File: src/rtl/seq_gen_piso_pkg.sv
// Shared definitions for the seq_gen_piso parallel-to-serial stage.

`ifndef DLY
// Empty by default; lets a simulation flow add an intra-assignment delay if needed.
`define DLY
`endif

package seq_gen_piso_pkg;

   // FSM encoding for the serialiser.
   typedef enum logic {
      PISO_IDLE  = 1'b0,
      PISO_SHIFT = 1'b1
   } piso_state_e;

   // Default word width.
   localparam int unsigned PISO_WIDTH_DEF = 8;

endpackage

File: src/rtl/seq_gen_hold_buf.sv
// One-entry holding buffer in front of the serialiser. Takes a word over
// valid/ready and releases it when the serialiser pops it on a load edge.

module seq_gen_hold_buf
   import seq_gen_piso_pkg::*;
#(
   parameter int unsigned WIDTH = PISO_WIDTH_DEF
) (
   input  logic             clk,
   input  logic             rst_n,
   input  logic [WIDTH-1:0] data_in,
   input  logic             data_valid,
   output logic             data_ready,
   input  logic             pop,
   output logic [WIDTH-1:0] hold,
   output logic             hold_vld
);

   logic             accept;
   logic [WIDTH-1:0] hold_d;
   logic             hold_vld_d;

   // Ready depends only on the registered flag; accept and pop never coincide
   // because pop needs hold_vld=1, which forces ready low.
   always_comb begin
      data_ready = !hold_vld;
      accept     = data_valid && data_ready;
      hold_d     = hold;
      hold_vld_d = hold_vld;
      if (accept) begin
         hold_d     = data_in;
         hold_vld_d = 1'b1;
      end else if (pop) begin
         hold_vld_d = 1'b0;
      end
   end

   // Holding register and its valid flag.
   always_ff @(posedge clk or negedge rst_n) begin
      if (!rst_n) begin
         hold     <= `DLY '0;
         hold_vld <= `DLY 1'b0;
      end else begin
         hold     <= `DLY hold_d;
         hold_vld <= `DLY hold_vld_d;
      end
   end

endmodule

File: src/rtl/seq_gen_piso.sv
// Parallel-in/serial-out stage feeding the serial sequence checker. Words are
// buffered one deep so back-to-back words leave as a gapless bit stream; the
// idle fill on dout is 0.

module seq_gen_piso
   import seq_gen_piso_pkg::*;
#(
   parameter int unsigned WIDTH     = PISO_WIDTH_DEF,
   parameter bit          LSB_FIRST = 1'b0
) (
   input  logic             clk,
   input  logic             rst_n,
   input  logic [WIDTH-1:0] data_in,
   input  logic             data_valid,
   output logic             data_ready,
   output logic             dout,
   output logic             dout_vld,
   output logic             busy
);

   localparam int unsigned      CNT_W    = $clog2(WIDTH);
   localparam logic [CNT_W-1:0] CNT_LAST = CNT_W'(WIDTH - 1);

   piso_state_e      state_q, state_d;
   logic [WIDTH-1:0] sh_q, sh_d;
   logic [CNT_W-1:0] cnt_q, cnt_d;
   logic             dout_q, dout_d;
   logic             vld_q, vld_d;

   logic [WIDTH-1:0] hold;
   logic             hold_vld;
   logic             cnt_last;
   logic             load;
   logic             hold_first;
   logic             sh_next;
   logic [WIDTH-1:0] sh_shifted;

   seq_gen_hold_buf #(
      .WIDTH (WIDTH)
   ) u_hold_buf (
      .clk        (clk),
      .rst_n      (rst_n),
      .data_in    (data_in),
      .data_valid (data_valid),
      .data_ready (data_ready),
      .pop        (load),
      .hold       (hold),
      .hold_vld   (hold_vld)
   );

   // Load the held word when idle or on the edge after the last bit went out.
   always_comb begin
      cnt_last = (cnt_q == CNT_LAST);
      load     = hold_vld && ((state_q == PISO_IDLE) || cnt_last);
   end

   // Bit-order selection: the shifter always presents the next bit at a fixed end.
   always_comb begin
      if (LSB_FIRST) begin
         hold_first = hold[0];
         sh_next    = sh_q[1];
         sh_shifted = sh_q >> 1;
      end else begin
         hold_first = hold[WIDTH-1];
         sh_next    = sh_q[WIDTH-2];
         sh_shifted = sh_q << 1;
      end
   end

   // FSM state register.
   always_ff @(posedge clk or negedge rst_n) begin
      if (!rst_n) begin
         state_q <= `DLY PISO_IDLE;
      end else begin
         state_q <= `DLY state_d;
      end
   end

   // FSM next state: a load always (re)enters SHIFT; the last bit without a
   // waiting word falls back to IDLE.
   always_comb begin
      state_d = state_q;
      if (load) begin
         state_d = PISO_SHIFT;
      end else if ((state_q == PISO_SHIFT) && cnt_last) begin
         state_d = PISO_IDLE;
      end
   end

   // FSM outputs.
   always_comb begin
      busy     = (state_q == PISO_SHIFT) || hold_vld;
      dout     = dout_q;
      dout_vld = vld_q;
   end

   // Datapath next state: shifter, bit counter and registered serial output.
   always_comb begin
      sh_d   = sh_q;
      cnt_d  = cnt_q;
      dout_d = dout_q;
      vld_d  = vld_q;
      if (load) begin
         sh_d   = hold;
         cnt_d  = '0;
         dout_d = hold_first;
         vld_d  = 1'b1;
      end else if ((state_q == PISO_SHIFT) && !cnt_last) begin
         sh_d   = sh_shifted;
         cnt_d  = cnt_q + CNT_W'(1);
         dout_d = sh_next;
         vld_d  = 1'b1;
      end else begin
         // Word finished with nothing waiting, or idle: drive the 0 fill.
         cnt_d  = '0;
         dout_d = 1'b0;
         vld_d  = 1'b0;
      end
   end

   // Datapath registers.
   always_ff @(posedge clk or negedge rst_n) begin
      if (!rst_n) begin
         sh_q   <= `DLY '0;
         cnt_q  <= `DLY '0;
         dout_q <= `DLY 1'b0;
         vld_q  <= `DLY 1'b0;
      end else begin
         sh_q   <= `DLY sh_d;
         cnt_q  <= `DLY cnt_d;
         dout_q <= `DLY dout_d;
         vld_q  <= `DLY vld_d;
      end
   end

endmodule

File: config.mk
export PLATFORM = sky130hd
export DESIGN_NAME = seq_gen_piso
export DESIGN_NICKNAME = d
export VERILOG_FILES = /design/src/rtl/seq_gen_piso_pkg.sv /design/src/rtl/seq_gen_hold_buf.sv /design/src/rtl/seq_gen_piso.sv
export SDC_FILE = /design/constraint.sdc
export NUM_CORES = 1
export LEC_CHECK = 0
export CAP_MARGIN = 20
export CORE_MARGIN = 5
export CORE_UTILIZATION = 55
export CTS_CLUSTER_SIZE = 40
export DETAILED_ROUTE_END_ITERATION = 8
export PLACE_DENSITY_LB_ADDON = 0.12
export SLEW_MARGIN = 20
export SYNTH_ARGS = -nofsm -noshare
export SYNTH_HDL_FRONTEND = slang
export SYNTH_SLANG_ARGS = --single-unit
File: constraint.sdc
create_clock -name clk -period 4.7 [get_ports clk]
set_clock_uncertainty 0.05 [all_clocks]
set_input_delay 0.94 -clock clk [delete_from_list [all_inputs] [get_ports clk]]
set_output_delay 0.94 -clock clk [all_outputs]
set_load 0.005 [all_outputs]
==> results of run 1 <==
==> through the flow <==
step	instances	total power, uW	setup WS (ns)
floorplan	63	534.0	2.885
global placement	91	582.3	2.111
detailed placement	91	592.7	2.096
CTS	95	737.5	1.961
global route	95	786.1	1.895
finish	95	725.1	1.992
==> worst reg2reg max path, cell delays in order, from the launching register on <==
cell and delay, ns:
dfrtp_1 0.59, nor2b_1 0.69, mux2_2 0.41
==> final cells by class <==
type,instances,area [sq um]
clock buffers,3,22.52
fillers,129,546.8
repair buffers,14,140.1
clock inverters,1,30.03
well taps,17,21.27
inverters,1,3.754
flip-flops and latches,22,550.5
multi-input cells,37,374.1
==> power breakdown <==
group | leakage, uW | switching, uW | internal (uW) | total [uW]
registers | 0.000266 | 54.1 | 269 | 323
clock network | 0.0000279 | 57.4 | 86.3 | 144
logic | 0.000233 | 79.8 | 178 | 258
total | 0.000527 | 191 | 534 | 725
==> cell usage in the layout, fill, tap and decap left out, types with 2 or more instances in the layout <==
cell type	count
nor2_1	2
nand2_1	3
nor2b_1	2
dfrtp_1	22
mux2_4	10
mux2_2	10
and2_1	2
clkdlybuf4s50_1	14
ha_1	2
clkbuf_4	3
==> sequential cells by signal (all words and copies together), names as in the netlist <==
signal               cells
dout                     1
u_hold_buf.hold_vld      1
cnt_q                    3
state_q                  1
dout_vld                 1
u_hold_buf.hold          8
sh_q                     7
==> metal layers <==
layer	GRT usage (%)	vias to the layer above
met2	22.67	12
met4	9.170	0
li1	-	241
met5	0	-
met3	4.011	4
met1	15.04	254
==> worst min-delay path by stage <==
stage | slack (ns) | startpoint | to
floorplan | 0.36 | cnt_q[0] | cnt_q[0]
global placement | 0.37 | cnt_q[0] | cnt_q[0]
detailed placement | 0.37 | cnt_q[0] | cnt_q[0]
CTS | 0.39 | cnt_q[0] | cnt_q[0]
global route | 0.40 | cnt_q[0] | cnt_q[0]
finish | 0.39 | cnt_q[0] | cnt_q[0]
==> cells by family (layout without fill, tap and decap cells) <==
group | after synthesis | after routing
muxes | 21 | 21
adders and majority gates | 2 | 2
DFF | 22 | 22
AOI/OAI and AO/OA | 2 | 2
buffers and inverters | 4 | 19
and+or+nand+nor | 12 | 12
==> reports/qor.yml, run 1 <==
status:
  status: "complete, no violations"
clock_tree:
  cts_buffers: 3
  postCtsHoldBufs: 0
  root_buffer: "clkbuf_4"
  cts.repair.resized: 0
  clock_sinks: 22
  cts.clk_slew.worst_paths_ns: 0.12
  htree_levels: 1
  clock_latency_ns: 0.31
  cts_tree: "done"
  clockBufferDepth: 2
  cts_setup_buffers: 0
synth:
  synth_area_sq_um: 949.7
  syn-num-nets: 76
  synth_cell_types: 17
  synth-compound-area-share_pct: 1.318
  ys.flop_type: "dfrtp_1"
  yosysSeqAreaShare_pct: 57.97
  yosys_warnings: 0
  synth_common_cells: "dfrtp_1, mux2_2, mux2_4, nand2_1"
  avgSynthCellArea_sq_um: 15.07
  synthTopCellsByArea: "dfrtp_1, mux2_4, mux2_2, ha_1, and2_1"
  synth_top_family_by_area: "multiplexers"
  yosysTopAreaCell: "dfrtp_1"
  synth_edf_count: 0
  yosysMostFrequentCell: "dfrtp_1"
  yosys.area_share.simple_pct: 6.719
  synth-seq-cells: 22
  synthAdderAreaFrac_pct: 2.635
  synth-xor-area-share_pct: 0
  syn_inst: 63
  post-synth-top-area-fraction_pct: 57.97
  ys_async_sr_fraction_pct: 100.0
  synth.area.mux_share_pct: 28.72
floorplan:
  start_util_pct: 56.22
  pin_count: 15
  die_w_um: 51.56
  row_count: 15
  die_area_sq_mm: 0.002658
  fp.dieH_um: 51.56
  core-area_sq_mm: 0.001689
critical_path:
  cp.buffers_inverters: 1
  crit_cells: 2
  crit_family: "flip-flops"
  critPathMaxStageDelay_ns: 0.59
  critPathCapture: "busy"
  startpoint_type: "flip-flop"
  criticalPathCategory: "reg -> out"
  r2r-end: "u_hold_buf.hold[6]"
  regToRegSetupSlack_ns: 2.86
  r2r_start: "u_hold_buf.hold_vld"
  cp_slowest_cell: "dfrtp_1"
  cp-startpoint: "u_hold_buf.hold_vld"
  required_ns: 3.71
  critPathMaxFanout: 12
  critPathArrivalTime_ns: 1.72
  path_cells: "or2_2 > clkdlybuf4s50_1"
  r2r_cells: 2
  endpoint_kind: "output port"
global_route:
  grt_pass1_vias: 591
  overflow: 0
  antenna_found_initial: 0
  grt_pass1_wl_mm: 2.573
  grt_max_degree: 23
  grt_util_all_layers_pct: 13.67
layout:
  antenna_cells: 0
  final_nets: 92
  final_cell_area_sq_mm: 0.001142
  area_growth_pct: 20.29
  postLayoutCoreUtil_pct: 67.63
  drive_gt1_share_pct: 32.05
sta:
  fmax_mhz: 369.3
  rsz0062_at_grt: "no"
  period_minus_slack_ns: 2.708
  hold-worst-slack_ns: 0.3890
  max_slew_margin_pct: 37.61
  setup_viol: 0
  slew_viol_final: 0
  hold_violations: 0
  worst_pin_slew_ns: 0.9329
  setup_tns_ns: 0
  fin_crit_sh_pct: 57.61
routing:
  firstDrtPassIters: 1
  ant_nets: 0
  via_per_inst: 5.379
  wl_met3_um: 87
  initialDrtViolationCount: 0
  drt-total-wl_mm: 1.361
  route.layer.met1.wl_um: 565
  drc: 0
  wl_per_cell_um: 14.33
  num_vias: 511
  dr_wl_met2_um: 660
  routed.top_layer: "met4"
min_path:
  holdPathStages: 1
  hold_class: "reg -> reg"
place:
  dpl-instance-area_sq_mm: 0.001090
  place_hpwl_um: 964.4
  place_congestion: 0.6549
  io_buffers: 14
flow_run:
  cap_violations: 0
power:
  ir_drop_mv: 0.3863
  power_leakage_uw: 0.0005266
  powerDensity_mw_per_mm2: 634.7
Note: power is estimated with default switching activity, not from simulation.
==> run 2, diff against run 1 <==
Settings changed: CORE_UTILIZATION 55 to 51.
Clock period 4.7 ns to 2.8 ns, I/O delays scaled along.
==> reports/qor.yml, run 2 (same netlist as run 1, synthesis figures left out) <==
status:
  status: "complete, no violations"
power:
  seqPwrFrac_pct: 44.3  # -0.3 points
  ir_drop_mv: 0.8685  # +120%
  power_leakage_uw: 0.0005367  # +1.9%
  p_int_uw: 902.9  # +69%
  powerDensity_mw_per_mm2: 1063  # +67%
  clkPwrFrac_pct: 19.4  # -0.4 points
  switching_share_pct: 27.21  # +0.83 points
  p_sw_uw: 337.6  # +76%
  comb_power_share_pct: 36.3  # +0.7 points
min_path:
  holdPathStages: 1  # unchanged
  hold_class: "reg -> reg"
sta:
  max_slew_margin_pct: 62.91  # +25 points
  worst_pin_slew_ns: 0.5564  # -0.3765 ns
  hold-worst-slack_ns: 0.4180  # +0.02891 ns
  setup_viol: 0  # unchanged
  setup_ws_ns: 0.4670  # -1.525 ns
  fin_crit_sh_pct: 83.32
  setup_tns_ns: 0  # unchanged
  period_minus_slack_ns: 2.333
  hold_violations: 0  # unchanged
  fmax_mhz: 428.6
  slew_viol_final: 0  # unchanged
  rsz0062_at_grt: "no"
global_route:
  antenna_found_initial: 0  # unchanged
  grt_max_degree: 23  # unchanged
  grt_pass1_wl_mm: 2.787  # +8.3%
  overflow: 0  # unchanged
  grt_util_all_layers_pct: 14.15  # +0.48 points
  grt_pass1_vias: 604  # +2.2%
critical_path:
  critPathCapture: "busy"
  endpoint_kind: "output port"
  cp-startpoint: "u_hold_buf.hold_vld"
  r2r-end: "sh_q[1]"
  criticalPathCategory: "reg -> out"
  critPathArrivalTime_ns: 1.72  # about the same
  startpoint_type: "flip-flop"
  regToRegSetupSlack_ns: 1.02  # -1.84 ns
  required_ns: 2.19  # -1.52 ns
  critPathMaxFanout: 12  # unchanged
  r2r_start: "cnt_q[0]"
  r2r_cells: 4  # +2
place:
  place_congestion: 0.6789  # +3.7%
  dpl-instance-area_sq_mm: 0.001115  # +2.3%
  pre_cts_ws_ns: 0.7214  # -1.374 ns
  place_hpwl_mm: 1.150  # +19%
  io_buffers: 14  # unchanged
routing:
  wl_per_cell_um: 15.00  # +4.7%
  firstDrtPassIters: 2  # +1
  initialDrtViolationCount: 1  # +1
  ant_nets: 0  # unchanged
  num_vias: 512  # +0.20%
  drc: 0  # unchanged
  drt-total-wl_mm: 1.575  # +16%
  via_per_inst: 4.876  # -9.3%
layout:
  drive_gt1_share_pct: 33.75  # +1.7 points
  antenna_cells: 0  # unchanged
  largest_registers: "u_hold_buf.hold (8), sh_q (7), cnt_q (3)"
  multiInputGateArea_sq_um: 374.1  # unchanged
  final_cell_area_sq_mm: 0.001167  # +2.2%
  final_nets: 94  # +2.2%
  regMostFlops: "u_hold_buf.hold"
  postLayoutCoreUtil_pct: 66.88  # -0.75 points
  most-common-layout-cells: "dfrtp_1, clkdlybuf4s50_1, mux2_2, mux2_4"
  area_growth_pct: 22.92
  fillers: 130  # +0.78%
  largest_register_ff_count: 8  # unchanged
  regArea_sq_um: 550.5  # unchanged
  final_common_cell: "dfrtp_1"
floorplan:
  start_util_pct: 54.41  # -1.8 points
  pin_count: 15  # unchanged
  row_count: 15  # unchanged
  fp.dieH_um: 53.15  # +3.1%
  die_w_um: 53.15  # +3.1%
  die_area_sq_mm: 0.002825  # +6.3%
  core-area_sq_mm: 0.001745  # +3.3%
clock_tree:
  root_buffer: "clkbuf_4"
  htree_levels: 1  # unchanged
  cts_setup_buffers: 0  # unchanged
  cts.repair.resized: 0  # unchanged
  clock_latency_ns: 0.31  # about the same
  clock_sinks: 22  # unchanged
  postCtsHoldBufs: 0  # unchanged
  cts_buffers: 3  # unchanged
  cts_tree: "done"
  clockBufferDepth: 2  # unchanged
  cts.clk_slew.worst_paths_ns: 0.13  # about the same
flow_run:
  cap_violations: 0  # unchanged
==> run 2: worst min path at each step <==
stage,start,to,slack [ns]
finish,cnt_q[0],cnt_q[0],0.42
global route,cnt_q[0],cnt_q[0],0.42
CTS,cnt_q[0],cnt_q[0],0.42
detailed placement,cnt_q[0],cnt_q[0],0.40
global placement,cnt_q[0],cnt_q[0],0.37
floorplan,rst_n,cnt_q[0],0.21
==> run 2: layout make-up <==
class                           instances  share of cell area [%]
Clock buffer                            3                   1.929
Clock inverter                          1                   2.572
Inverter                                1                  0.3215
Multi-Input combinational cell         37                   32.05
Sequential cell                        22                   47.16
Tap cell                               25                   2.680
Timing Repair Buffer                   16                   13.29
==> run 2: per-stage QoR <==
step           instances  total power (uW)
2_1_floorplan         63             896.4
3_3_place_gp         101             991.8
3_5_place_dp         101              1011
4_1_cts              105              1257
5_1_grt              105              1328
6_report             105              1240
==> run 2: power groups by stage <==
stage | Combinational (uW) | Clock, uW | Sequential [uW]
4_1_cts | 456 | 248 | 553
3_3_place_gp | 440 | 0 | 552
6_report | 450 | 241 | 549
5_1_grt | 495 | 263 | 570
2_1_floorplan | 387 | 0 | 509
3_5_place_dp | 453 | 0 | 558
==> run 2: metal layers <==
metal | routed length, um | part of all wire [%] | up-vias | track usage [%]
li1 | - | - | 248 | -
met4 | 12 | 0.76 | 0 | 2.553
met2 | 795 | 50 | 11 | 24.38
met1 | 692 | 44 | 251 | 16.46
met5 | 0 | 0 | - | 0
met3 | 73 | 4.6 | 2 | 5.915
==> run 2: critical path, cell delays in order (launching register included) <==
cell             delay (ns)
dfrtp_1                0.60
or2_2                  0.38
clkdlybuf4s50_1        0.44
==> run 3, diff against run 2 <==
Settings changed: CORE_UTILIZATION 51 to 46.
Clock period 2.8 ns to 2.1 ns, I/O delays scaled along.
==> reports/qor.yml, run 3 (same netlist as run 1, synthesis figures left out) <==
routing:
  routed.top_layer: "met4"
  ant_nets: 0  # unchanged
  drt-total-wl_mm: 1.398  # -11%
  initialDrtViolationCount: 0  # -1
  firstDrtPassIters: 1  # -1
  num_vias: 509  # -0.59%
  wl_met3_um: 81  # +11%
  via_per_inst: 4.713  # -3.3%
  wl_per_cell_um: 12.94  # -14%
  route.layer.met1.wl_um: 705  # +1.9%
  drc: 0  # unchanged
  dr_wl_met2_um: 603  # -24%
critical_path:
  r2r_cells: 4  # unchanged
  startpoint_type: "flip-flop"
  criticalPathCategory: "reg -> out"
  required_ns: 1.63  # -0.56 ns
  critPathMaxFanout: 5  # -7
  critPathArrivalTime_ns: 1.50  # -0.22 ns
  endpoint_kind: "output port"
clock_tree:
  cts.clk_slew.worst_paths_ns: 0.12  # about the same
  cts_setup_buffers: 0  # unchanged
  cts_tree: "done"
  cts.repair.resized: 0  # unchanged
  clock_latency_ns: 0.30  # about the same
  postCtsHoldBufs: 0  # unchanged
  htree_levels: 1  # unchanged
  root_buffer: "clkbuf_4"
  cts_buffers: 3  # unchanged
  clockBufferDepth: 2  # unchanged
  clock_sinks: 22  # unchanged
power:
  powerDensity_mw_per_mm2: 1339  # +26%
  post-layout-total-power_uw: 1555  # +25%
  ir_drop_mv: 0.7014  # -19%
  power_leakage_uw: 0.0005344  # -0.43%
layout:
  regMostFlops: "u_hold_buf.hold"
  area_growth_pct: 22.27
  final_cell_area_sq_mm: 0.001161  # -0.54%
  antenna_cells: 0  # unchanged
  drive_gt1_share_pct: 34.57  # +0.82 points
  largest_register_ff_count: 8  # unchanged
  most-common-layout-cells: "dfrtp_1, clkdlybuf4s50_1, mux2_2, mux2_4"
  final_common_cell: "dfrtp_1"
  fillers: 184  # +42%
  final_nets: 95  # +1.1%
  stdcell_count: 108  # +2.9%
  largest_registers: "u_hold_buf.hold (8), sh_q (7), cnt_q (3)"
floorplan:
  start_util_pct: 48.41  # -6.0 points
  die_w_um: 55.44  # +4.3%
  fp.dieH_um: 55.44  # +4.3%
  die_area_sq_mm: 0.003073  # +8.8%
  pin_count: 15  # unchanged
  core-area_sq_mm: 0.001962  # +12%
  row_count: 16  # +1
flow_run:
  cap_violations: 0  # unchanged
place:
  io_buffers: 14  # unchanged
  dpl-instance-area_sq_mm: 0.001125  # +0.90%
  place_congestion: 0.6951  # +2.4%
  dp_cells: 104  # +3.0%
sta:
  period_minus_slack_ns: 1.967
  rsz0062_at_grt: "no"
  setup_tns_ns: 0  # unchanged
  setup_viol: 0  # unchanged
  fin_crit_sh_pct: 93.65
  fmax_mhz: 508.5
  slew_viol_final: 0  # unchanged
  worst_pin_slew_ns: 0.4888  # -0.06757 ns
  max_slew_margin_pct: 67.41  # +4.5 points
  hold_violations: 0  # unchanged
global_route:
  grt_pass1_vias: 586  # -3.0%
  grt_util_all_layers_pct: 10.90  # -3.2 points
  grt_max_degree: 23  # unchanged
  grt_pass1_wl_mm: 2.670  # -4.2%
  overflow: 0  # unchanged
  antenna_found_initial: 0  # unchanged
min_path:
  hold_class: "in -> async"
status:
  status: "complete, no violations"
## run 3: cell count changes in the layout (fill, tap and decap cells not counted), sizes merged
cell	delta
buf	+1
bufinv	-1
clkbuf	+1
## run 3: report_power, final
group	total [uW]	switching (uW)	internal (uW)
clock	228	122	106
combinational	633	216	417
sequential	694	90.8	603
## run 3: final cells by class
cell class,count,area (sq um),share of cell area (%)
tap,27,33.78,2.909
clock buffer,4,36.28,3.125
timing repair buffer,17,162.7,14.01
multi-input combinational,37,374.1,32.22
sequential,22,550.5,47.41
inverter,1,3.754,0.3233
## run 3: per-stage QoR
step / hold slack [ns] / util (%) / setup slack (ns)
2_1_floorplan: 0.07441 / - / 0.5910
3_3_place_gp: 0.3740 / 57.33 / 0.4042
3_5_place_dp: 0.3793 / 57.33 / 0.3946
4_1_cts: 0.3976 / 59.18 / 0.1072
5_1_grt: 0.4052 / 59.18 / 0.05031
6_report: 0.3953 / 59.18 / 0.1334
## run 3: metal layers
layer / vias up / track usage, %
met3: 2 / 3.963
met5: - / 0
met2: 10 / 16.39
met1: 246 / 13.80
li1: 251 / -
met4: 0 / 5.208
## run 3: worst max-delay path, stage by stage, from the launching register on
cell             delay [ns]
dfrtp_1                0.45
or2_2                  0.31
clkdlybuf4s50_1        0.44
## run 3: path summary, 6_finish.rpt
check	start	endpoint	slack (ns)
worst min-delay path	rst_n	state_q	0.40
worst min register to register	cnt_q[0]	cnt_q[0]	0.40
worst max register to register	cnt_q[0]	sh_q[1]	0.40
max in group asynchronous	rst_n	u_hold_buf.hold[4]	1.38
worst max-delay path	u_hold_buf.hold_vld	busy	0.13
min in group clk	cnt_q[0]	cnt_q[0]	0.40
